==> src/rtl/par_ser_pkg.sv <==
// Shared types and width helpers for the multi-lane serializer.
// Parameter-dependent widths are derived in the top via these functions.
package par_ser_pkg;

   typedef enum logic {
      SYNC   = 1'b0,
      ACTIVE = 1'b1
   } ser_state_e;

   function automatic int cnt_width(input int bpl);
      return (bpl < 2) ? 1 : $clog2(bpl);
   endfunction

   function automatic int sync_width(input int words);
      return (words < 1) ? 1 : $clog2(words + 1);
   endfunction

endpackage

==> src/rtl/ser_fifo2.sv <==
// Two-entry word buffer between the handshake and the lane shifters.
// Head is valid whenever count is non-zero.
module ser_fifo2
   import par_ser_pkg::*;
#(
   parameter int W = 8
) (
   input  logic         clk,
   input  logic         reset_L,
   input  logic         push,
   input  logic         pop,
   input  logic [W-1:0] din,
   output logic [W-1:0] head,
   output logic [1:0]   count
);

   logic [W-1:0] mem_q [2];
   logic [W-1:0] mem_d [2];
   logic         wr_q, wr_d;
   logic         rd_q, rd_d;
   logic [1:0]   cnt_q, cnt_d;

   always_comb begin
      mem_d = mem_q;
      wr_d  = wr_q;
      rd_d  = rd_q;
      cnt_d = cnt_q;
      if (push) begin
         mem_d[wr_q] = din;
         wr_d        = ~wr_q;
      end
      if (pop) begin
         rd_d = ~rd_q;
      end
      unique case ({push, pop})
         2'b10:   cnt_d = cnt_q + 2'd1;
         2'b01:   cnt_d = cnt_q - 2'd1;
         default: cnt_d = cnt_q;
      endcase
   end

   always_ff @(posedge clk or negedge reset_L) begin
      if (!reset_L) begin
         mem_q <= '{default: '0};
         wr_q  <= 1'b0;
         rd_q  <= 1'b0;
         cnt_q <= 2'd0;
      end else begin
         mem_q <= mem_d;
         wr_q  <= wr_d;
         rd_q  <= rd_d;
         cnt_q <= cnt_d;
      end
   end

   assign head  = mem_q[rd_q];
   assign count = cnt_q;

endmodule

==> src/rtl/par_serializer_lanes.sv <==
// Buffers parallel words and shifts them MSB-first over LANES serial lanes,
// with a sync preamble and idle fill of IDLE_WORD.
module par_serializer_lanes
   import par_ser_pkg::*;
#(
   parameter int                DATA_W     = 8,
   parameter int                LANES      = 1,
   parameter logic [DATA_W-1:0] IDLE_WORD  = 8'hBC,
   parameter int                SYNC_WORDS = 4
) (
   input  logic              clk,
   input  logic              reset_L,
   input  logic              valid_in,
   input  logic [DATA_W-1:0] data_in,
   output logic              ready_out,
   output logic [LANES-1:0]  data_out,
   output logic              word_start,
   output logic              data_active,
   output logic              sync_done
);

   localparam int BPL    = DATA_W / LANES;
   localparam int CNT_W  = cnt_width(BPL);
   localparam int SYNC_W = sync_width(SYNC_WORDS);

   if (DATA_W % LANES != 0) begin : g_bad_lanes
      $error("DATA_W must be divisible by LANES");
   end
   if (SYNC_WORDS < 1) begin : g_bad_sync
      $error("SYNC_WORDS must be at least 1");
   end

   ser_state_e        state_q, state_d;
   logic [CNT_W-1:0]  bit_cnt_q, bit_cnt_d;
   logic [SYNC_W-1:0] sync_cnt_q, sync_cnt_d;
   logic [DATA_W-1:0] shreg_q, shreg_d;
   logic              data_active_q, data_active_d;
   logic              sync_done_q, sync_done_d;

   logic [DATA_W-1:0] fifo_head;
   logic [1:0]        fifo_count;
   logic              slot_end;
   logic              push;
   logic              pop;

   assign slot_end  = (bit_cnt_q == CNT_W'(BPL - 1));
   assign ready_out = (state_q == ACTIVE) && (fifo_count < 2'd2);
   assign push      = valid_in && ready_out;
   // Pop sees the pre-edge count, so a same-edge push cannot be loaded.
   assign pop       = slot_end && (state_q == ACTIVE) && (fifo_count != 2'd0);

   ser_fifo2 #(
      .W(DATA_W)
   ) u_fifo (
      .clk    (clk),
      .reset_L(reset_L),
      .push   (push),
      .pop    (pop),
      .din    (data_in),
      .head   (fifo_head),
      .count  (fifo_count)
   );

   always_comb begin
      state_d       = state_q;
      sync_cnt_d    = sync_cnt_q;
      data_active_d = data_active_q;
      sync_done_d   = sync_done_q;
      bit_cnt_d     = slot_end ? '0 : bit_cnt_q + CNT_W'(1);
      shreg_d       = shreg_q;
      for (int l = 0; l < LANES; l++) begin
         for (int b = BPL - 1; b > 0; b--) begin
            shreg_d[l*BPL+b] = shreg_q[l*BPL+b-1];
         end
         shreg_d[l*BPL] = 1'b0;
      end
      if (slot_end) begin
         shreg_d       = pop ? fifo_head : IDLE_WORD;
         data_active_d = pop;
         if (state_q == SYNC) begin
            sync_cnt_d = sync_cnt_q + SYNC_W'(1);
            if (sync_cnt_q == SYNC_W'(SYNC_WORDS - 1)) begin
               state_d     = ACTIVE;
               sync_done_d = 1'b1;
            end
         end
      end
   end

   always_ff @(posedge clk or negedge reset_L) begin
      if (!reset_L) begin
         state_q       <= SYNC;
         bit_cnt_q     <= '0;
         sync_cnt_q    <= '0;
         shreg_q       <= IDLE_WORD;
         data_active_q <= 1'b0;
         sync_done_q   <= 1'b0;
      end else begin
         state_q       <= state_d;
         bit_cnt_q     <= bit_cnt_d;
         sync_cnt_q    <= sync_cnt_d;
         shreg_q       <= shreg_d;
         data_active_q <= data_active_d;
         sync_done_q   <= sync_done_d;
      end
   end

   always_comb begin
      data_out = '0;
      for (int l = 0; l < LANES; l++) begin
         data_out[l] = shreg_q[l*BPL+BPL-1];
      end
   end

   assign word_start  = (bit_cnt_q == '0);
   assign data_active = data_active_q;
   assign sync_done   = sync_done_q;

endmodule

==> config.mk <==
export PLATFORM = sky130hd
export DESIGN_NAME = par_serializer_lanes
export DESIGN_NICKNAME = d
export VERILOG_FILES = /design/src/rtl/par_ser_pkg.sv /design/src/rtl/ser_fifo2.sv /design/src/rtl/par_serializer_lanes.sv
export SDC_FILE = /design/constraint.sdc
export NUM_CORES = 1
export LEC_CHECK = 0
export BUFFER_PORTS_ARGS = -buffer_cell sky130_fd_sc_hd__buf_4
export CAP_MARGIN = 20
export CORE_ASPECT_RATIO = 1.25
export CORE_UTILIZATION = 35
export DETAILED_ROUTE_END_ITERATION = 10
export REMOVE_ABC_BUFFERS = 1
export SLEW_MARGIN = 20
export SYNTH_ARGS = -nofsm -noshare
export SYNTH_HDL_FRONTEND = slang
export SYNTH_SLANG_ARGS = --single-unit
==> constraint.sdc <==
create_clock -name clk -period 1.9 [get_ports clk]
set_input_delay 0.095 -clock clk [delete_from_list [all_inputs] [get_ports clk]]
set_output_delay 0.095 -clock clk [all_outputs]
set_load 0.02 [all_outputs]
## Yosys cells after proc, flatten, opt, wreduce, memory -nomap -nowiden

Index checks and enable logic that the tools add are counted.

- Flip-flop bits (word level): 37
- Bits of input ports: 11
- Output and inout bits: 5
- Word-level logic and storage cells: 50

- Add/sub/neg operators: 4
- $lt $le $gt $ge: 4
- Equal/unequal tests: 4
- Mux-type cells: 12
- Bitwise operators: 5
- Reductions and logical operators: 10

Operators with widths:

| cell | count |
|---|---|
| $mux 8 | 6 |
| $bwmux 16 | 1 |
| $demux 8 s1 | 1 |
| $add 3x1->3 const B | 2 |
| $logic_and 1x1->1 | 5 |
| $ge 2x2->1 const B | 2 |
| $not 1->2 | 2 |
| $pmux 2 s2 | 1 |
| $reduce_bool 2->1 | 2 |
| $eq 3x2->1 const B | 1 |
| $eq 3x3->1 const B | 1 |
| $logic_not 3->1 | 1 |
| $mux 3 | 1 |
| $not 1->1 | 3 |
| $reduce_and 3->1 | 1 |
| $add 2x1->2 const B | 1 |
| $eq 2x1->1 const B | 1 |
| $eq 2x2->1 const B | 1 |
| $lt 2x1->1 const B | 1 |
| $lt 2x2->1 const B | 1 |
| $mux 1 | 2 |
| $reduce_and 2->1 | 1 |
| $sub 2x1->2 const B | 1 |

## Logic depth before layout (Yosys ltp)

Gate-level depths: netlist of the first run.

- Word-level depth: 6
- Gate-level depth with buffers: 8
- Depth with buffers taken out: 8

## Hierarchy

A second synthesis of the first run with hierarchy kept.

- Cells, all modules: 117
- Area total of the unflattened synthesis: 1,606.5 sq um

By module, submodules not included:

| module | times used | cells each | area each (sq um) | seq. area each (sq um) |
|---|---|---|---|---|
| ser_fifo2 | 1 | 55 | 857.1 | 500.5 |
| par_serializer_lanes | 1 | 62 | 749.5 | 431.7 |

## Worst setup path after synthesis of the first run

Ideal clock, no wire load.

- Path kind: flip-flop to flip-flop
- Start: register bit_cnt_q[0]
- End: register u_fifo.cnt_q[1] (netlist: u_fifo.count[1])
- Library setup time: 0.079 ns
- Data arrival time: 1.710 ns
- Required time: 1.821 ns
- Path slack: 0.111 ns
- Stages on the path, launching flop included: 8
- Buffers on the path: 0
- Clock period less this slack: 1.789 ns
- Cell sequence: dfrtp_1 > ha_1 > ha_1 > o211ai_1 > inv_1 > ha_1 > nor2_1 > xor2_1

- Word-level cells in the longest chain between the ends: 5
- Elaborated cells between the ends (all ways): 7
- Classes of those cells: 3 x eq/ne; 1 x mux; 3 x reduce/logical

RTL lines:

| item | RTL line | source |
|---|---|---|
| start: declaration | par_serializer_lanes.sv:34 | `logic [CNT_W-1:0] bit_cnt_q, bit_cnt_d;` |
| start signal: assignment | par_serializer_lanes.sv:100 | `bit_cnt_q <= bit_cnt_d;` |
| $eq 3x3->1 (*) | par_serializer_lanes.sv:46 | `assign slot_end = (bit_cnt_q == CNT_W'(BPL - 1));` |
| $logic_and 1x1->1 (*) (2 in series) | par_serializer_lanes.sv:50 | `assign pop = slot_end && (state_q == ACTIVE) && (fifo_count != 2'd0);` |
| $eq 2x1->1 or $eq 2x2->1 (tied branches) | ser_fifo2.sv:35 | `unique case ({push, pop})` |
| $pmux 2 s2 or $reduce_bool 2->1 (tied branches) | - |  |
| end signal: assignment | ser_fifo2.sv:52 | `cnt_q <= cnt_d;` |
| end: declaration | ser_fifo2.sv:21 | `logic [1:0] cnt_q, cnt_d;` |

Mark *: on every way between the ends. The rest lies on a longest branch, timed or not.
A chain may end at the register's enable or synchronous reset.

## Final worst setup path of the first run

Ends and elaborated chain as after synthesis.

==> summary.md, run 1 <==
| Metric | Value |
|---|---|
| Status | finished, final reports clean |
| Worst setup SP type | flip-flop |
| Antenna diodes | 0 |
| VDD IR-drop max | 0.0006818 V |
| DR vias | 876 |
| Final Hold Fails | 0 |
| CP Buf/Inv Count | 1 |
| Worst-margin pin slew | 0.4985 ns |
| Largest net degree at the start of global routing | 38 |
| DR vias/cell | 4.563 |
| Avg WL per Cell | 12.31 um |
| Placed cell count | 183 |
| CTS H-tree lvls | 2 |
| DRC Markers | 0 |
| Most frequent cells in the layout | dfrtp_1, buf_4, mux2_2 |
| Hold EP | u_fifo.mem_q[12] |
| MaxCap Viol Count | 0 |
| Fmax | 0.5874 GHz |
| Detailed Route WL | 2363 um |
| Unrepaired setup endpoints after global routing | false |
| TritonCTS buffer count | 5 |
| Area delta synth->final | 20.92% |
| Register-to-register path setup slack | 0.20 ns |
| CP most frequent cell | ha_1 |
| CTS Sinks | 37 |
| CP peak stage delay | 0.40 ns |
| Gp weighted congestion | 0.6986 |
| Cell Count, Final, Fillers Out | 192 |
| Skew final | 0.003382 ns |
| Antenna-violating nets left | 0 |
| Die Area | 4679 sq um |
| Cts hold-fix bufs | 1 |
| Width of the die | 61.38 um |
| Worst Setup End Kind | flip-flop |
| Resized cells post-CTS | 0 |
| R2R Path End | u_fifo.count[1] |
| Cell variety after synth | 24 |
| Hold Path Origin | data_in[4] |
| Post-Syn Area | 1543 sq um |
| Critical path's top delay family | adder cells |
| Worst rel slew slack | 0.6677 |
| Setup WS pre-CTS | 0.2300 ns |
| CTS tree | yes |
| Initial antenna violation count | 0 |
| Min cycle time layout | 1.702 ns |
| Overall routing resource usage | 0.1249 |
| First-pass iteration count of the detailed router | 4 |
| Layout cells sized above 1 | 0.3676 |
| Reg-to-reg critical path startpoint | bit_cnt_q[0] |
| Commonest non-fill, non-tap cell in the layout | dfrtp_1 |
| Sequential element share of the synthesized area | 0.6042 |
| IO Pins | 16 |
| Arr. time, crit path | 1.87 ns |
| DR iter-0 viols | 25 |
| Final worst path period share | 0.8960 |
| Clk root buf | clkbuf_8 |
| Final worst slack | 0.1976 ns |
| Deepest clock path buffer count | 2 |
| First-pass GRT wire length | 4105 um |
| Worst-Skew Late Latency | 0.29 ns |
| Hold path cells | 2 |
| Grt ovf | 0 |
| Worst-path maximum fanout | 3 |
| Site row count | 26 |
| Vias in the first global route | 931 |
| Core footprint | 4164 sq um |
| CTS clock-pin slew for the worst setup and hold paths | 0.07 ns |
| DPL Wire Length | 1679 um |
| Post-CTS setup buffer count | 0 |
| Crit-path cells | ha_1 > ha_1 > o211ai_1 > inv_1 > ha_1 > xnor2_1 > nor2_1 > xor2_1 |
| Cells after synthesis | 111 |
| Yosys warns | 0 |
| Final setup vio count | 0 |
| Chip height | 76.23 um |
| Max-slew violation count | 0 |
| Reg2Reg Depth | 8 |
| Critical Path RT | 2.07 ns |
| Final layout net count | 152 |
| Leakage power | 0.8745 nW |
| Synth Area per Inst | 13.90 sq um |
| Initial Util | 0.3705 |
| CP max stage cell | dfrtp_1 |
| Hold Path Class | in2reg |
| Ratio of total power to cell area | 1432 nW/um^2 |
| # port buffers | 15 |
| Synthesized flop and latch total | 37 |
| WS Path Type | reg2reg |
[sequential cells by signal, summed over array words and instances (netlist names)]
signal / count
data_active: 1
u_fifo.rd_q: 1
u_fifo.count: 2
state_q: 1
u_fifo.wr_q: 1
bit_cnt_q: 3
sync_done: 1
u_fifo.mem_q: 16
sync_cnt_q: 3
shreg_q: 8
[final cells by class]
type                    count  area, sq um
clock buffers               7        86.33
multi-input cells          64        571.8
fillers                   417         2298
well taps                  56        70.07
inverters                   8        30.03
repair buffers             19        145.1
flip-flops and latches     37        932.1
clock inverters             1        30.03
[routing by layer]
metal	up-vias	GRT usage	share of wire
met5	-	0	0
met4	0	0.08000	0.029
met3	8	0.03565	0.036
met2	16	0.1935	0.49
met1	431	0.1462	0.45
li1	421	-	-
[synth_stat cells]
master / n / area share
clkbuf_1: 1 / 0.0024
dfrtp_1: 32 / 0.52
nand3_4: 1 / 0.011
o22ai_1: 2 / 0.0081
a21oi_1: 5 / 0.016
xor2_1: 1 / 0.0057
nand2b_1: 1 / 0.0041
nor2b_1: 1 / 0.0041
a21o_1: 1 / 0.0049
nand2_1: 1 / 0.0024
buf_2: 1 / 0.0032
and2b_1: 1 / 0.0049
nand3b_4: 1 / 0.013
mux2i_1: 8 / 0.052
o21bai_1: 1 / 0.0049
xnor2_1: 5 / 0.028
nor2_1: 8 / 0.019
inv_1: 8 / 0.019
dfstp_2: 5 / 0.085
ha_1: 6 / 0.049
o21ai_0: 2 / 0.0065
nor2_4: 1 / 0.0073
o211ai_1: 1 / 0.0049
mux2_2: 17 / 0.12
[per-stage QoR]
stage	hold slack [ns]	instance area, sq um	power [mW]	util	TNS, ns
3_5_place_dp	0.07778	1739	2.013	0.4177	0
6_report	0.04500	1866	2.672	0.4480	0
4_1_cts	0.03294	1866	2.720	0.4480	0
5_1_grt	0.04110	1866	2.837	0.4480	0
2_1_floorplan	-0.2006	1534	1.816	-	-0.01186
3_3_place_gp	0.07531	1739	1.981	0.4177	0
[where the power goes]
group	leakage [nW]	switching (mW)	internal, mW
Sequential	0.429	0.195	1.12
Clock	0.0585	0.262	0.428
Combinational	0.387	0.266	0.403
Total	0.875	0.723	1.95
[logic make-up after synthesis]
kind of cell               share of synthesized area
and+or+nand+nor                              0.06651
DFF                                           0.6042
adders and majority gates                    0.04866
buffers and inverters                        0.02514
AOI/OAI and AO/OA                            0.04542
xor gates and xnor gates                     0.03406
muxes                                         0.1760
[worst register-to-register path: cells and delay by family (launching register included)]
kind / cells / cell delay, ns
compound gates: 1 / 0.12
fa+ha+maj: 3 / 0.60
simple gates: 1 / 0.07
xor+xnor: 2 / 0.30
flops: 1 / 0.40
buf+inv: 1 / 0.10
[how the worst max path moves through the flow]
| stage | from | end | slack (ns) | cells after the start |
|---|---|---|---|---|
| 6_report | bit_cnt_q[0] | u_fifo.count[1] | 0.20 | 8 |
| 5_1_grt | bit_cnt_q[0] | u_fifo.count[1] | 0.05 | 8 |
| 4_1_cts | bit_cnt_q[0] | u_fifo.count[1] | 0.18 | 8 |
| 3_5_place_dp | bit_cnt_q[0] | u_fifo.count[1] | 0.23 | 7 |
| 3_3_place_gp | bit_cnt_q[0] | u_fifo.count[1] | 0.31 | 7 |
| 2_1_floorplan | bit_cnt_q[0] | u_fifo.count[1] | -0.01 | 7 |
No activity file was read; power rests on OpenSTA's default activity.
==> inputs of run 2 (changes only) <==
--- a/config.mk
+++ b/config.mk
@@ -10,6 +10,7 @@
 export CORE_ASPECT_RATIO = 1.25
 export CORE_UTILIZATION = 35
 export DETAILED_ROUTE_END_ITERATION = 10
+export PLACE_DENSITY = 0.61
 export REMOVE_ABC_BUFFERS = 1
 export SLEW_MARGIN = 20
 export SYNTH_ARGS = -nofsm -noshare
==> run 2 against run 1 <==
Effect of this change:
- critical path type unchanged
- total power rose by 0.95%
- first-iteration DRC count shrank 60%
- final area up 0.20%
==> summary.md, run 2 (synthesis gave the netlist of run 1 again) <==
| Metric | Value |
|---|---|
| Met1 Track Usage GR | 0.1622 (was 0.1462) |
| Critical Path RT | 2.12 ns (was 2.07 ns) |
| Overall power | 2.698 mW (was 2.672 mW) |
| Antenna diodes | 0 (unchanged) |
| Avg WL per Cell | 13.03 um (was 12.31 um) |
| Final worst path period share | 0.8900 (was 0.8960) |
| Max-slew violation count | 0 (unchanged) |
| CP max stage cell | dfrtp_1 (unchanged) |
| CP peak stage delay | 0.40 ns (about the same) |
| Overall routing resource usage | 0.1352 (was 0.1249) |
| Worst setup SP type | flip-flop (unchanged) |
| Clk root buf | clkbuf_8 (unchanged) |
| Initial antenna violation count | 0 (unchanged) |
| Leakage power | 0.8735 nW (was 0.8745 nW) |
| Width of the die | 61.38 um (unchanged) |
| Worst-margin pin slew | 0.4843 ns (was 0.4985 ns) |
| CTS Sinks | 37 (unchanged) |
| Final setup vio count | 0 (unchanged) |
| Hold Path Origin | data_in[4] (unchanged) |
| Worst-Skew Late Latency | 0.30 ns (was 0.29 ns) |
| DR vias | 864 (was 876) |
| Grt ovf | 0 (unchanged) |
| Most frequent cells in the layout | dfrtp_1, buf_4, mux2_2 (unchanged) |
| CTS H-tree lvls | 2 (unchanged) |
| Worst rel slew slack | 0.6771 (was 0.6677) |
| Min cycle time layout | 1.691 ns (was 1.702 ns) |
| Site row count | 26 (unchanged) |
| Largest registers | u_fifo.mem_q: 16 flops, shreg_q: 8 flops (unchanged) |
| CP startpoint | bit_cnt_q[0] (unchanged) |
| GR Util met2 | 0.1978 (was 0.1935) |
| Max reg flops | 16 (unchanged) |
| Fmax | 0.5914 GHz (was 0.5874 GHz) |
| VDD IR-drop max | 0.0006478 V (was 0.0006818 V) |
| Post-CTS setup buffer count | 0 (unchanged) |
| # port buffers | 15 (unchanged) |
| DPL Wire Length | 1790 um (was 1679 um) |
| CTS tree | yes (unchanged) |
| DR vias/cell | 4.500 (was 4.563) |
| Antenna-violating nets left | 0 (unchanged) |
| Crit-path cells | ha_1 > ha_1 > o211ai_1 > inv_1 > ha_1 > nor2_1 > xor2_1 (was ha_1 > ha_1 > o211ai_1 > inv_1 > ha_1 > xnor2_1 > nor2_1 > xor2_1) |
| Critical path's top delay family | adder cells (unchanged) |
| Met3 Track Usage GR | 0.05603 (was 0.03565) |
| Core footprint | 4164 sq um (unchanged) |
| DRC Markers | 0 (unchanged) |
| Gp weighted congestion | 0.6971 (was 0.6986) |
| Ratio of total power to cell area | 1443 nW/um^2 (was 1432 nW/um^2) |
| Reg-to-reg critical path startpoint | bit_cnt_q[0] (unchanged) |
| Layout cells sized above 1 | 0.3750 (was 0.3676) |
| Unrepaired setup endpoints after global routing | false (unchanged) |
| First-pass iteration count of the detailed router | 2 (was 4) |
| Area delta synth->final | 21.17% (was 20.92%) |
| First-pass GRT wire length | 4367 um (was 4105 um) |
| Die Area | 4679 sq um (unchanged) |
| WS Path Type | reg2reg (unchanged) |
| Chip height | 76.23 um (unchanged) |
| Final Hold Fails | 0 (unchanged) |
| Initial Util | 0.3705 (unchanged) |
| Gr busiest metal | met2 (unchanged) |
| Final layout net count | 152 (unchanged) |
| MaxCap Viol Count | 0 (unchanged) |
| Top reg by flops | u_fifo.mem_q (unchanged) |
| Skew final | 0.004393 ns (was 0.003382 ns) |
| Setup WS pre-CTS | 0.2198 ns (was 0.2300 ns) |
| Worst-path maximum fanout | 3 (unchanged) |
| Commonest non-fill, non-tap cell in the layout | dfrtp_1 (unchanged) |
| Status | finished, final reports clean (unchanged) |
| Final worst slack | 0.2090 ns (was 0.1976 ns) |
| Detailed Route WL | 2502 um (was 2363 um) |
| DR iter-0 viols | 10 (was 25) |
| Arr. time, crit path | 1.91 ns (was 1.87 ns) |
| Vias in the first global route | 912 (was 931) |
| TritonCTS buffer count | 5 (unchanged) |
| Deepest clock path buffer count | 2 (unchanged) |
| Worst Setup End Kind | flip-flop (unchanged) |
| CP most frequent cell | ha_1 (unchanged) |
| IO Pins | 16 (unchanged) |
| Hold Path Class | in2reg (unchanged) |
| CTS clock-pin slew for the worst setup and hold paths | 0.07 ns (about the same) |
| CP Buf/Inv Count | 1 (unchanged) |
| Largest net degree at the start of global routing | 38 (unchanged) |
[run 2: cell types whose count changed in the layout (fill, tap and decap cells not counted), sizes merged]
| cell | before | now |
|---|---|---|
| clkbuf | 7 | 6 |
| clkinvlp | 0 | 1 |
[run 2: report_power, final]
| group | leakage, nW | switching [mW] | internal, mW |
|---|---|---|---|
| combinational | 0.387 | 0.274 | 0.403 |
| clock | 0.0574 | 0.282 | 0.426 |
| sequential | 0.429 | 0.193 | 1.12 |
[run 2: what timing repair did]
action / CTS / global route
hold endpoints to repair: 32 / 0
hold buffers: 1 / 0
resized for setup: 0 / 0
[run 2: final timing paths]
| kind | depth (start not counted) | end | slack [ns] |
|---|---|---|---|
| hold reg to reg | 1 | bit_cnt_q[0] | 0.47 |
| max in group asynchronous | 2 | shreg_q[2] | 1.27 |
| setup / recovery | 7 | u_fifo.count[1] | 0.21 |
| hold / removal | 2 | u_fifo.mem_q[12] | 0.03 |
| setup reg to reg | 7 | u_fifo.count[1] | 0.21 |
| min in group asynchronous | 2 | u_fifo.mem_q[4] | 0.28 |
[run 2: layer usage]
metal,vias to the layer above,part of all wire
li1,423,-
met1,418,0.41
met2,17,0.51
met3,6,0.051
met4,0,0.030
met5,-,0
[run 2: area by class of cell]
class,count,area (sq um)
Fill cell,421,2295
Tap cell,56,70.07
Inverter,8,30.03
Clock buffer,6,82.58
Sequential cell,37,932.1
Clock inverter,2,37.54
Timing Repair Buffer,19,145.1
Multi-Input combinational cell,64,571.8
[run 2: stage by stage]
step           instances  setup TNS [ns]  hold WS (ns)  utilization  area, sq um
2_1_floorplan        109        -0.01186       -0.2006            -         1534
3_3_place_gp         183               0       0.06956       0.4177         1739
3_5_place_dp         183               0       0.08390       0.4177         1739
4_1_cts              192               0       0.02657       0.4489         1869
5_1_grt              192               0       0.02246       0.4489         1869
6_report             192               0       0.03463       0.4489         1869
==> inputs of run 3 (changes only) <==
--- a/config.mk
+++ b/config.mk
@@ -10,7 +10,8 @@
 export CORE_ASPECT_RATIO = 1.25
 export CORE_UTILIZATION = 35
 export DETAILED_ROUTE_END_ITERATION = 10
-export PLACE_DENSITY = 0.61
+export GPL_TIMING_DRIVEN = 0
+export PLACE_DENSITY = 0.59
 export REMOVE_ABC_BUFFERS = 1
 export SLEW_MARGIN = 20
 export SYNTH_ARGS = -nofsm -noshare
==> constraint.sdc (replaced) <==
create_clock -name clk -period 1.8 [get_ports clk]
set_input_delay 0.09 -clock clk [delete_from_list [all_inputs] [get_ports clk]]
set_output_delay 0.09 -clock clk [all_outputs]
set_load 0.02 [all_outputs]
==> run 3 against run 2 <==
Effect of this change:
- global-route usage shrank 0.68 points
- non-clock buffer count did not move
- clock-buffer cell count grew 2
- critical endpoint unchanged
==> summary.md, run 3 (synthesis gave the netlist of run 1 again) <==
| Metric | Value |
|---|---|
| Skew final | 0.005125 ns (was 0.004393 ns) |
| Leakage power | 0.8536 nW (was 0.8735 nW) |
| CTS H-tree lvls | 2 (unchanged) |
| Critical path's top delay family | adder cells (unchanged) |
| # port buffers | 15 (unchanged) |
| Clk root buf | clkbuf_8 (unchanged) |
| CTS clock-pin slew for the worst setup and hold paths | 0.07 ns (about the same) |
| Cell Count, Final, Fillers Out | 192 (unchanged) |
| Min cycle time layout | 1.656 ns (was 1.691 ns) |
| CP peak stage delay | 0.39 ns (was 0.40 ns) |
| Area delta synth->final | 20.36% (was 21.17%) |
| Site row count | 26 (unchanged) |
| MaxCap Viol Count | 0 (unchanged) |
| Overall power | 2.666 mW (was 2.698 mW) |
| DPL Wire Length | 1642 um (was 1790 um) |
| Reg-to-reg critical path startpoint | bit_cnt_q[0] (unchanged) |
| WP depth | 8 (was 7) |
| Commonest non-fill, non-tap cell in the layout | dfrtp_1 (unchanged) |
| Fill count | 427 (was 421) |
| DR vias/cell | 4.521 (was 4.500) |
| Worst-Skew Late Latency | 0.28 ns (was 0.30 ns) |
| Worst Setup End Kind | flip-flop (unchanged) |
| Initial Util | 0.3705 (unchanged) |
| Arr. time, crit path | 1.86 ns (was 1.91 ns) |
| First-pass iteration count of the detailed router | 4 (was 2) |
| Avg WL per Cell | 12.42 um (was 13.03 um) |
| Final Hold Fails | 0 (unchanged) |
| Crit-path cells | ha_2 > ha_4 > o211ai_1 > inv_2 > ha_2 > xnor2_1 > nor2_1 > xor2_1 (was ha_1 > ha_1 > o211ai_1 > inv_1 > ha_1 > nor2_1 > xor2_1) |
| Overall routing resource usage | 0.1284 (was 0.1352) |
| Antenna diodes | 0 (unchanged) |
| Gp weighted congestion | 0.6388 (was 0.6971) |
| CTS Sinks | 37 (unchanged) |
| Reg2Reg Depth | 8 (was 7) |
| Worst-path maximum fanout | 3 (unchanged) |
| Largest net degree at the start of global routing | 38 (unchanged) |
| CP most frequent cell | ha_2 (was ha_1) |
| DR iter-0 viols | 29 (was 10) |
| Fmax | 0.6038 GHz (was 0.5914 GHz) |
| Max reg flops | 16 (unchanged) |
| Hold EP | u_fifo.mem_q[0] (was u_fifo.mem_q[12]) |
| Critical Path RT | 2.00 ns (was 2.12 ns) |
| Final layout net count | 152 (unchanged) |
| Hold path cells | 2 (unchanged) |
| Grt ovf | 0 (unchanged) |
| Status | finished, final reports clean (unchanged) |
| R2R Path End | u_fifo.count[1] (unchanged) |
| Met3 Track Usage GR | 0.05603 (unchanged) |
| WHS | 0.04230 ns (was 0.03463 ns) |
| Top reg by flops | u_fifo.mem_q (unchanged) |
| First-pass GRT wire length | 4236 um (was 4367 um) |
| Max-slew violation count | 0 (unchanged) |
| DRC Markers | 0 (unchanged) |
| Layout cells sized above 1 | 0.3897 (was 0.3750) |
| Hold Path Class | in2reg (unchanged) |
| CTS tree | yes (unchanged) |
| Core footprint | 4164 sq um (unchanged) |
| Initial antenna violation count | 0 (unchanged) |
| Vias in the first global route | 956 (was 912) |
| Deepest clock path buffer count | 2 (unchanged) |
| Width of the die | 61.38 um (unchanged) |
| TritonCTS buffer count | 5 (unchanged) |
| Ratio of total power to cell area | 1436 nW/um^2 (was 1443 nW/um^2) |
| WS Path Type | reg2reg (unchanged) |
| VDD IR-drop max | 0.0006597 V (was 0.0006478 V) |
| IO Pins | 16 (unchanged) |
| Unrepaired setup endpoints after global routing | false (unchanged) |
| Worst-margin pin slew | 0.5105 ns (was 0.4843 ns) |
| Worst rel slew slack | 0.6596 (was 0.6771) |
| Worst setup SP type | flip-flop (unchanged) |
| DR vias | 868 (was 864) |
| Antenna-violating nets left | 0 (unchanged) |
| Chip height | 76.23 um (unchanged) |
| Placed cell count | 180 (was 183) |
| Hold Path Origin | data_in[0] (was data_in[4]) |
| Gr busiest metal | met2 (unchanged) |
| Largest registers | u_fifo.mem_q: 16 flops, shreg_q: 8 flops (unchanged) |
| Final setup vio count | 0 (unchanged) |
| GR Util met2 | 0.2098 (was 0.1978) |
| Most frequent cells in the layout | dfrtp_1, buf_4, mux2_2 (unchanged) |
| CP max stage cell | dfrtp_1 (unchanged) |
| Die Area | 4679 sq um (unchanged) |
| CP Buf/Inv Count | 1 (unchanged) |
| Met1 Track Usage GR | 0.1378 (was 0.1622) |
| Register-to-register path setup slack | 0.14 ns (was 0.21 ns) |
| Final worst path period share | 0.9201 (was 0.8900) |
| Detailed Route WL | 2384 um (was 2502 um) |
| Util after Layout | 0.4459 (was 0.4489) |
## run 3: timing repair
item / CTS / global route
hold buffers: 1 / 0
gates cloned: 0 / 0
gates resized for setup: 3 / 2
setup endpoints to repair: 7 / 1
hold endpoints to repair: 32 / 0
buffers inserted: 3 / 0
pin swaps: 1 / 1
## run 3: stage by stage
stage	setup TNS [ns]	instance area, sq um	setup WS, ns
after CTS	0	1852	0.05620
after global routing	0	1857	0.01014
after detailed placement	-0.8796	1717	-0.4988
after floorplan	-0.1260	1534	-0.1119
final	0	1857	0.1438
after global placement	-0.7557	1717	-0.4320
## run 3: worst max-delay path by stage
stage            startpoint              end  slack, ns
2_1_floorplan  bit_cnt_q[0]  u_fifo.count[1]      -0.11
3_3_place_gp   bit_cnt_q[0]  u_fifo.count[1]      -0.43
3_5_place_dp   bit_cnt_q[0]  u_fifo.count[1]      -0.50
4_1_cts        bit_cnt_q[0]  u_fifo.count[1]       0.06
5_1_grt        bit_cnt_q[0]  u_fifo.count[1]       0.01
6_report       bit_cnt_q[0]  u_fifo.count[1]       0.14
## run 3: area by class of cell
class,instances,area (sq um),share of cell area
Sequential cell,37,932.1,0.5020
Multi-Input combinational cell,64,589.3,0.3174
Timing Repair Buffer,19,145.1,0.07817
Clock buffer,8,90.09,0.04852
Tap cell,56,70.07,0.03774
Inverter,8,30.03,0.01617
## run 3: power breakdown
| part | internal [mW] | total (mW) | switching, mW |
|---|---|---|---|
| clock network | 0.312 | 0.568 | 0.256 |
| logic | 0.425 | 0.704 | 0.279 |
| registers | 1.18 | 1.39 | 0.211 |
| total | 1.92 | 2.67 | 0.746 |
## run 3: routing by layer
layer / part of all wire / up-vias
met5: 0 / -
met4: 0.021 / 0
met3: 0.044 / 7
met2: 0.53 / 16
met1: 0.41 / 427
li1: - / 418
